==> src/rtl/ir_nec_tx.sv <==
// NEC infrared transmitter: serialises a leader, 32 data bits (LSB first)
// and a stop burst, or a short repeat frame, and drives the IR LED with a
// carrier during marks. Every output is registered from next-state values,
// so busy and the envelope rise in the cycle after a request is accepted.
module ir_nec_tx #(
  parameter int UNIT_CYC     = 28125,
  parameter int CARRIER_DIV  = 1316,
  parameter int CARRIER_HIGH = 439
) (
  input  logic       CLOCK_50,
  input  logic       rst_n,
  input  logic       tx_start,
  input  logic       tx_repeat,
  input  logic [7:0] tx_addr,
  input  logic [7:0] tx_cmd,
  output logic       IRDA_TXD,
  output logic       ir_env,
  output logic       busy,
  output logic       tx_done
);

  localparam int UW = $clog2(UNIT_CYC);
  localparam int CW = $clog2(CARRIER_DIV);
  localparam logic [UW-1:0] UNIT_LAST = UW'(UNIT_CYC - 1);
  localparam logic [CW-1:0] CAR_LAST  = CW'(CARRIER_DIV - 1);
  localparam logic [CW-1:0] CAR_HIGH  = CW'(CARRIER_HIGH);

  typedef enum logic [2:0] {
    S_IDLE       = 3'd0,
    S_LEAD_MARK  = 3'd1,
    S_LEAD_SPACE = 3'd2,
    S_BIT_MARK   = 3'd3,
    S_BIT_SPACE  = 3'd4,
    S_STOP_MARK  = 3'd5
  } state_t;

  state_t        state_q, state_d;
  logic [UW-1:0] unit_q, unit_d;    // cycles within the current unit
  logic [4:0]    seg_q, seg_d;      // units within the current state
  logic [5:0]    bit_q, bit_d;      // data bits already sent
  logic [31:0]   shift_q, shift_d;  // bit 0 is the bit on air
  logic          rep_q, rep_d;      // current frame is a repeat frame
  logic [CW-1:0] car_q, car_d;      // carrier phase within one period
  logic          env_d, txd_d, busy_d, done_d;
  logic          accept_s, unit_end_s, seg_end_s;

  // Number of units spent in a state, minus one.
  function automatic logic [4:0] seg_last(input state_t s, input logic rep, input logic bit_v);
    case (s)
      S_LEAD_MARK:  seg_last = 5'd15;
      S_LEAD_SPACE: seg_last = rep ? 5'd3 : 5'd7;
      S_BIT_SPACE:  seg_last = bit_v ? 5'd2 : 5'd0;
      default:      seg_last = 5'd0;
    endcase
  endfunction

  // States during which the LED envelope is on.
  function automatic logic is_mark(input state_t s);
    case (s)
      S_LEAD_MARK, S_BIT_MARK, S_STOP_MARK: is_mark = 1'b1;
      default:                              is_mark = 1'b0;
    endcase
  endfunction

  // Next-state, timing counters, carrier phase and next output values.
  always_comb begin
    state_d = state_q;
    unit_d  = unit_q;
    seg_d   = seg_q;
    bit_d   = bit_q;
    shift_d = shift_q;
    rep_d   = rep_q;
    car_d   = '0;
    // A request in the tx_done cycle is dropped, not deferred.
    accept_s   = (state_q == S_IDLE) && !tx_done && (tx_start || tx_repeat);
    unit_end_s = (unit_q == UNIT_LAST);
    seg_end_s  = (seg_q == seg_last(state_q, rep_q, shift_q[0]));

    if (state_q == S_IDLE) begin
      unit_d = '0;
      seg_d  = 5'd0;
      bit_d  = 6'd0;
      if (accept_s) begin
        state_d = S_LEAD_MARK;
        if (tx_start) begin
          shift_d = {~tx_cmd, tx_cmd, ~tx_addr, tx_addr};
          rep_d   = 1'b0;
        end else begin
          shift_d = 32'd0;
          rep_d   = 1'b1;
        end
      end else begin
        state_d = S_IDLE;
      end
    end else if (unit_end_s) begin
      unit_d = '0;
      if (seg_end_s) begin
        seg_d = 5'd0;
        case (state_q)
          S_LEAD_MARK:  state_d = S_LEAD_SPACE;
          S_LEAD_SPACE: state_d = rep_q ? S_STOP_MARK : S_BIT_MARK;
          S_BIT_MARK:   state_d = S_BIT_SPACE;
          S_BIT_SPACE: begin
            shift_d = {1'b0, shift_q[31:1]};
            bit_d   = bit_q + 6'd1;
            state_d = (bit_q == 6'd31) ? S_STOP_MARK : S_BIT_MARK;
          end
          S_STOP_MARK: begin
            state_d = S_IDLE;
            bit_d   = 6'd0;
            shift_d = 32'd0;
            rep_d   = 1'b0;
          end
          default:      state_d = S_IDLE;
        endcase
      end else begin
        seg_d = seg_q + 5'd1;
      end
    end else begin
      unit_d = unit_q + 1'b1;
    end

    // Every mark is entered from a space or IDLE, so restarting the phase
    // on entry makes each mark begin with the carrier high.
    if (is_mark(state_d)) begin
      if (!is_mark(state_q)) begin
        car_d = '0;
      end else if (car_q == CAR_LAST) begin
        car_d = '0;
      end else begin
        car_d = car_q + 1'b1;
      end
    end else begin
      car_d = '0;
    end

    env_d  = is_mark(state_d);
    txd_d  = is_mark(state_d) && (car_d < CAR_HIGH);
    busy_d = (state_d != S_IDLE);
    done_d = (state_q == S_STOP_MARK) && (state_d == S_IDLE);
  end

  // State, counters, shift register and registered outputs.
  always_ff @(posedge CLOCK_50 or negedge rst_n) begin
    if (!rst_n) begin
      state_q  <= S_IDLE;
      unit_q   <= '0;
      seg_q    <= 5'd0;
      bit_q    <= 6'd0;
      shift_q  <= 32'd0;
      rep_q    <= 1'b0;
      car_q    <= '0;
      ir_env   <= 1'b0;
      IRDA_TXD <= 1'b0;
      busy     <= 1'b0;
      tx_done  <= 1'b0;
    end else begin
      state_q  <= state_d;
      unit_q   <= unit_d;
      seg_q    <= seg_d;
      bit_q    <= bit_d;
      shift_q  <= shift_d;
      rep_q    <= rep_d;
      car_q    <= car_d;
      ir_env   <= env_d;
      IRDA_TXD <= txd_d;
      busy     <= busy_d;
      tx_done  <= done_d;
    end
  end

endmodule

==> config.mk <==
export PLATFORM = sky130hd
export DESIGN_NAME = ir_nec_tx
export DESIGN_NICKNAME = d
export VERILOG_FILES = /design/src/rtl/ir_nec_tx.sv
export SDC_FILE = /design/constraint.sdc
export NUM_CORES = 1
export LEC_CHECK = 0
export CAP_MARGIN = 0
export CORE_MARGIN = 4
export CORE_UTILIZATION = 54
export CTS_CLUSTER_SIZE = 24
export DETAILED_ROUTE_END_ITERATION = 7
export PLACE_DENSITY = 0.79
export SYNTH_ARGS = -nofsm -noshare
export SYNTH_HDL_FRONTEND = slang
export SYNTH_SLANG_ARGS = --single-unit
==> constraint.sdc <==
create_clock -name CLOCK_50 -period 2.5 [get_ports CLOCK_50]
set_input_delay 0.5 -clock CLOCK_50 [delete_from_list [all_inputs] [get_ports CLOCK_50]]
set_output_delay 0.5 -clock CLOCK_50 [all_outputs]
set_load 0.02 [all_outputs]
==> results.yml, run 1 <==
routing:
  detail_route.wirelength_mm: 9.068
  drt_iter0_markers: 155
  avgViaCountPerCell: 5.857
  dr_total_vias: 3368
  ant_nets: 0
  firstDrtPassIters: 4
  drc_errors: 0
  wire_per_inst_um: 15.77
logic_synthesis:
  avgSynthCellArea_um2: 9.623
  synth_edf_count: 0
  synth_warnings: 0
  synthMuxAreaShare_pct: 8.951
  synth-simple-area-share_pct: 21.23
  synthDistinctLibCells: 51
  ys.flop_type: "dfrtp_1"
  netlist_instances: 430
  yosys.area.top_type: "dfrtp_1"
  synth_top_family_by_area: "simple AND/OR/NAND/NOR gates"
  synthAdderAreaFrac_pct: 1.512
  netlist_area_um2: 4138
  synth_compound_area_share_pct: 12.49
  synth_nets: 455
  seq_area_frac_synth_pct: 46.57
  synth.area.top_cells: "dfrtp_1 (47%), mux2_2 (8.4%), nand2_1 (4.3%)"
  synth_xor_area_share_pct: 5.080
  synth_top_area_share_pct: 46.57
  async_flop_share_pct: 100.0
  ys_ff_latch: 77
floorplan:
  fp-row-count: 31
  die_x_um: 95.54
  io_pins: 24
  die-area_um2: 9127
  core-area_um2: 7331
  die_h_um: 95.54
  start_util_pct: 56.44
worst_setup_path:
  path_cells: "a2111o_1 > and3_4 > or4_4 > o21ai_4 > buf_12 > mux2_2"
  cp_data_arrival_time_ns: 2.73
  crit_start: "state_q[1]$_DFF_PN0_"
  critPathLaunchType: "flip-flop"
  reg2reg_depth: 6
  worstReg2RegStart: "state_q[1]$_DFF_PN0_"
  crit_slowest_cell: "or4_4"
  r2r_slack_ns: 0.01
  path_max_fanout: 18
  critPathKind: "flip-flop to flip-flop"
  cp-endpoint: "shift_q[29]$_DFFE_PN0P_"
  critical-path-max-stage-delay_ns: 0.54
  rr_endpoint: "shift_q[29]$_DFFE_PN0P_"
  endpoint_kind: "flip-flop"
  required_ns: 2.74
timing:
  rsz0062_at_grt: "true"
  setup_violations: 0
  tightest_slew_ns: 0.5816
  skew_ns: 0.01259
  final_hold_viol_count: 0
  fmax_mhz: 401.6
  layout_min_cycle_time_ns: 2.490
  period_share_pct: 99.61
  setup_slack_ns: 0.009831
  drv_slew: 0
  maxSlewHeadroom_pct: 60.68
pwr:
  peakVddDrop_v: 0.0003395
  p_leak_nw: 2.157
  finalPower_mw: 2.446
  powerDensity_nw_per_um2: 491.4
place:
  place_inst: 556
  pre_cts_ws_ns: -0.03426
  placed_area_um2: 4632
  gp_congestion: 0.9037
  io_buffer_count: 23
  dp_hpwl_mm: 5.919
clock_network:
  cts_root_buffer: "clkbuf_8"
  cts_tree: "yes"
  clk_pin_slew_ns: 0.08
  clockBufferDepth: 2
  htreeDepth: 3
  cts_made_buffers: 9
  clock-sinks: 77
  postCtsHoldBufs: 0
  clk_latency_ns: 0.36
hold_path:
  hold_class: "primary input to async pin"
run_status:
  outcome: "completed"
grt:
  grt_max_degree: 40
  grt_pass1_wl_mm: 15.32
  grt.overflow.total: 0
  grt_pass1_vias: 3311
  grtUsageTotal_pct: 21.42
  antenna_found_initial: 0
cells_and_area:
  instances_no_fill: 575
  final_cell_area_um2: 4979
  syn2layout_area_growth_pct: 20.32
  fillers: 531
  diodes: 0
  final_util_pct: 67.91
  finalNetCount: 496
  final_layout_size_suffix_gt1_share_pct: 21.43
flow_run:
  maxCapViolations: 0
==> worst max-delay path, delay by kind of cell, from the launching register on <==
kind | cells | cell delay, ns
and+or+nand+nor | 2 | 0.72
buffers and inverters | 1 | 0.19
AOI/OAI and AO/OA | 2 | 0.65
muxes | 1 | 0.34
DFF | 1 | 0.47
==> report_power, final <==
group          switching [mW]  internal, mW
clock                   0.475         0.664
sequential                  0          1.24
combinational          0.0337        0.0297
total                   0.509          1.94
==> stage by stage <==
stage                     hold WS [ns]  setup TNS (ns)
after CTS                       0.1181        -0.02464
after global placement          0.4724         -0.1361
after global routing            0.1453          -2.277
after floorplan                 0.2044               0
final                           0.1109               0
after detailed placement        0.4763         -0.2809
==> placed cells by master (no fill, tap or decap), types with 4 or more instances in the layout <==
| cell | synthesis | routed |
|---|---|---|
| ha_1 | 5 | 4 |
| xor2_1 | 10 | 10 |
| nand2b_1 | 5 | 5 |
| nand2_1 | 47 | 46 |
| buf_6 | 3 | 4 |
| nor4_1 | 11 | 10 |
| mux2_2 | 31 | 24 |
| or3_1 | 4 | 4 |
| dfrtp_1 | 77 | 75 |
| nor3_1 | 14 | 10 |
| and3_1 | 6 | 5 |
| a21oi_1 | 14 | 14 |
| nand4_1 | 7 | 7 |
| nor2_1 | 36 | 36 |
| clkbuf_8 | 0 | 9 |
| and2_1 | 4 | 4 |
| o21ai_0 | 26 | 26 |
| buf_4 | 1 | 30 |
| clkdlybuf4s50_1 | 0 | 22 |
| nor2b_1 | 7 | 7 |
| inv_1 | 8 | 7 |
| nor3_2 | 0 | 4 |
| mux2_4 | 0 | 7 |
| a22o_1 | 16 | 16 |
| xnor2_1 | 14 | 14 |
| nand3_1 | 20 | 20 |
==> sequential cells by signal (all words and copies together), names as in the netlist, 3 cells and up <==
register	count
shift_q	32
seg_q	5
unit_q	15
car_q	11
bit_q	6
state_q	3
==> layout make-up <==
type	count	area, um2	area share (%)
Multi-Input combinational cell	315	2117	42.52
Sequential cell	77	1929	38.75
Timing Repair Buffer	59	535.5	10.76
Clock buffer	10	127.6	2.563
Inverter	9	33.78	0.6786
Clock inverter	6	111.4	2.237
Tap cell	99	123.9	2.488
==> what timing repair did <==
action,in CTS,in global routing
cloned,2,0
pin swaps,1,1
setup endpoints to repair,47,48
gates resized for setup,8,18
buffers inserted,0,1
==> kinds of logic (layout without fill, tap and decap cells) <==
logic type / after synthesis / after routing
compound gates: 77 / 77
xor+xnor: 24 / 24
fa+ha+maj: 5 / 5
buf+inv: 38 / 84
flops: 77 / 77
mux: 33 / 33
simple gates: 176 / 176
==> per-layer routing <==
| metal | global-route usage, % | part of all wire [%] | vias to the layer above |
|---|---|---|---|
| met5 | 0 | 0 | - |
| li1 | - | - | 1611 |
| met2 | 34.74 | 51 | 89 |
| met1 | 27.77 | 43 | 1654 |
| met3 | 5.525 | 4.6 | 14 |
| met4 | 7.583 | 1.3 | 0 |
==> cells in the mapped netlist (4+ instances only) <==
cell type and number:
or3_1 4, nand2_1 47, inv_1 8, nor4_1 11, nor2_1 36, o21ai_0 26, nand2b_1 5, dfrtp_1 77
nand4_1 7, nor2b_1 7, nand3_1 20, a21oi_1 14, nor3_1 14, xor2_1 10, clkbuf_1 22, xnor2_1 14
ha_1 5, a22o_1 16, and2_1 4, mux2_2 31, and3_1 6
==> how the worst min path moves through the flow <==
stage	start	endpoint	slack, ns	cells after the start
detailed placement	shift_q[19]$_DFFE_PN0P_	shift_q[19]$_DFFE_PN0P_	0.48	1
CTS	rst_n	bit_q[3]$_DFFE_PN0P_	0.12	1
global placement	shift_q[19]$_DFFE_PN0P_	shift_q[19]$_DFFE_PN0P_	0.47	1
global route	rst_n	shift_q[11]$_DFFE_PN0P_	0.15	1
floorplan	rst_n	IRDA_TXD$_DFF_PN0_	0.20	0
finish	rst_n	bit_q[1]$_DFFE_PN0P_	0.11	1
Power figures use the tool's default switching activity.
==> inputs of run 2 (changes only) <==
--- a/config.mk
+++ b/config.mk
@@ -5,12 +5,13 @@
 export SDC_FILE = /design/constraint.sdc
 export NUM_CORES = 1
 export LEC_CHECK = 0
-export CAP_MARGIN = 0
+export CAP_MARGIN = 20
 export CORE_MARGIN = 4
 export CORE_UTILIZATION = 54
 export CTS_CLUSTER_SIZE = 24
 export DETAILED_ROUTE_END_ITERATION = 7
 export PLACE_DENSITY = 0.79
+export RECOVER_POWER = 50
 export SYNTH_ARGS = -nofsm -noshare
 export SYNTH_HDL_FRONTEND = slang
 export SYNTH_SLANG_ARGS = --single-unit
==> run 2 against run 1 <==
Net effect:
- sequential power is essentially flat
- non-clock buffer count unchanged
- total power rose by 0.18%
- cell area fell by 0.35%
- largest power group unchanged
- hold slack better by 0.18 ns
- final cell count stayed put
- wire length about the same
- global-route usage is the same
==> results.yml, run 2 (synthesized netlist as in run 1, its figures left out) <==
run_status:
  outcome: "completed"
clock_network:
  cts_tree: "yes"
  clk_pin_slew_ns: 0.08
  cts_made_buffers: 9
  clockBufferDepth: 2
  clock-sinks: 77
  cts_root_buffer: "clkbuf_8"
  clk_latency_ns: 0.36
  htreeDepth: 3
  postCtsHoldBufs: 0
place:
  dp_hpwl_mm: 5.919
  gp_congestion: 0.9037
  io_buffer_count: 23
  place_inst: 556
cells_and_area:
  top_register: "shift_q"
  reg_top3: "shift_q x32, unit_q x15, car_q x11"
  final_layout_size_suffix_gt1_share_pct: 21.43
  syn2layout_area_growth_pct: 19.90
  final_cell_mix: "dfrtp_1 (75), nand2_1 (46), nor2_1 (36), buf_4 (29), o21ai_0 (26)"
  largest_reg_flops: 32
  layout_commonest_cell: "dfrtp_1"
  diodes: 0
  finalNetCount: 496
  instances_no_fill: 575
floorplan:
  io_pins: 24
  die-area_um2: 9127
  die_x_um: 95.54
  die_h_um: 95.54
  start_util_pct: 56.44
  fp-row-count: 31
  core-area_um2: 7331
timing:
  final_hold_viol_count: 0
  fmax_mhz: 401.9
  rsz0062_at_grt: "true"
  setup_violations: 0
  layout_min_cycle_time_ns: 2.488
  maxSlewHeadroom_pct: 35.03
  tightest_slew_ns: 0.9745
  skew_ns: 0.01343
  period_share_pct: 99.52
  drv_slew: 0
  tns_ns: 0
worst_setup_path:
  critPathKind: "flip-flop to flip-flop"
  path_max_fanout: 18
  required_ns: 2.74
  path_cells: "nand2_1 > a2111o_1 > and3_4 > or4_4 > o21ai_4 > buf_12 > mux2_2"
  critPathLaunchType: "flip-flop"
  crit_slowest_cell: "or4_4"
  critical-path-max-stage-delay_ns: 0.54
  cp_data_arrival_time_ns: 2.73
  endpoint_kind: "flip-flop"
grt:
  grt_pass1_vias: 3311
  grt_max_degree: 40
  grt.overflow.total: 0
  grt_pass1_wl_mm: 15.32
  antenna_found_initial: 0
  grtUsageTotal_pct: 21.42
pwr:
  peakVddDrop_v: 0.0003399
  powerDensity_nw_per_um2: 494.0
  p_leak_nw: 2.151
routing:
  firstDrtPassIters: 4
  ant_nets: 0
  drc_errors: 0
  dr_total_vias: 3418
  drt_iter0_markers: 182
  wire_per_inst_um: 15.75
  avgViaCountPerCell: 5.944
  detail_route.wirelength_mm: 9.059
hold_path:
  hold_class: "primary input to async pin"
flow_run:
  maxCapViolations: 0
[run 2: cell count changes in the layout (fill, tap and decap cells not counted), sizes merged]
cell / delta
buf: -2
clkbuf: +2
[run 2: path summary, 6_finish.rpt]
| path | from | end | slack (ns) | depth (start not counted) |
|---|---|---|---|---|
| max | state_q[2]$_DFF_PN0_ | shift_q[29]$_DFFE_PN0P_ | 0.01 | 7 |
| min | rst_n | bit_q[0]$_DFFE_PN0P_ | 0.29 | 1 |
| max reg2reg | state_q[2]$_DFF_PN0_ | shift_q[29]$_DFFE_PN0P_ | 0.01 | 7 |
| min reg2reg | shift_q[19]$_DFFE_PN0P_ | shift_q[19]$_DFFE_PN0P_ | 0.50 | 1 |
| max in group asynchronous | rst_n | shift_q[22]$_DFFE_PN0P_ | 0.74 | 2 |
| min in group CLOCK_50 | shift_q[19]$_DFFE_PN0P_ | shift_q[19]$_DFFE_PN0P_ | 0.50 | 1 |
[run 2: power breakdown]
group	switching, mW	internal [mW]	leakage [nW]
clock	0.483	0.664	0.116
sequential	0	1.24	0.946
combinational	0.0334	0.0265	1.09
[run 2: layout make-up]
| type | instances | area, um2 |
|---|---|---|
| Clock buffer | 10 | 127.6 |
| Clock inverter | 6 | 111.4 |
| Fill cell | 534 | 2370 |
| Inverter | 9 | 33.78 |
| Multi-Input combinational cell | 315 | 2117 |
| Sequential cell | 77 | 1929 |
| Tap cell | 99 | 123.9 |
| Timing Repair Buffer | 59 | 518.0 |
[run 2: through the flow]
| step | utilization [%] | hold WS [ns] | setup slack (ns) | cell area (um2) | total power, mW |
|---|---|---|---|---|---|
| after floorplan | - | 0.2044 | 0.006744 | 4159 | 1.271 |
| after global placement | 63.18 | 0.4724 | -0.03229 | 4632 | 1.334 |
| after detailed placement | 63.18 | 0.4763 | -0.03426 | 4632 | 1.335 |
| after CTS | 66.99 | 0.1181 | -0.004821 | 4911 | 2.470 |
| after global routing | 67.67 | 0.3590 | -0.07306 | 4961 | 2.516 |
| final | 67.67 | 0.2911 | 0.01200 | 4961 | 2.451 |
[run 2: worst max-delay path: cells and delay by family, from the launching register on]
family / cells / cell delay [ns]
mux: 1 / 0.34
flops: 1 / 0.42
buf+inv: 1 / 0.19
compound gates: 2 / 0.63
simple gates: 3 / 0.77
[run 2: layer usage]
| layer | up-vias | share of wire (%) | track usage, % |
|---|---|---|---|
| met5 | - | 0 | 0 |
| met4 | 0 | 1.5 | 7.583 |
| met3 | 16 | 4.7 | 5.525 |
| met2 | 93 | 51 | 34.74 |
| met1 | 1693 | 43 | 27.77 |
| li1 | 1616 | - | - |
[run 2: repair_timing]
action | in CTS | in global routing
pin swaps | 1 | 1
setup buffers | 0 | 1
endpoints found under the hold margin | 0 | 0
endpoints found under the setup margin | 47 | 48
gates cloned | 2 | 0
gates resized for setup | 8 | 18
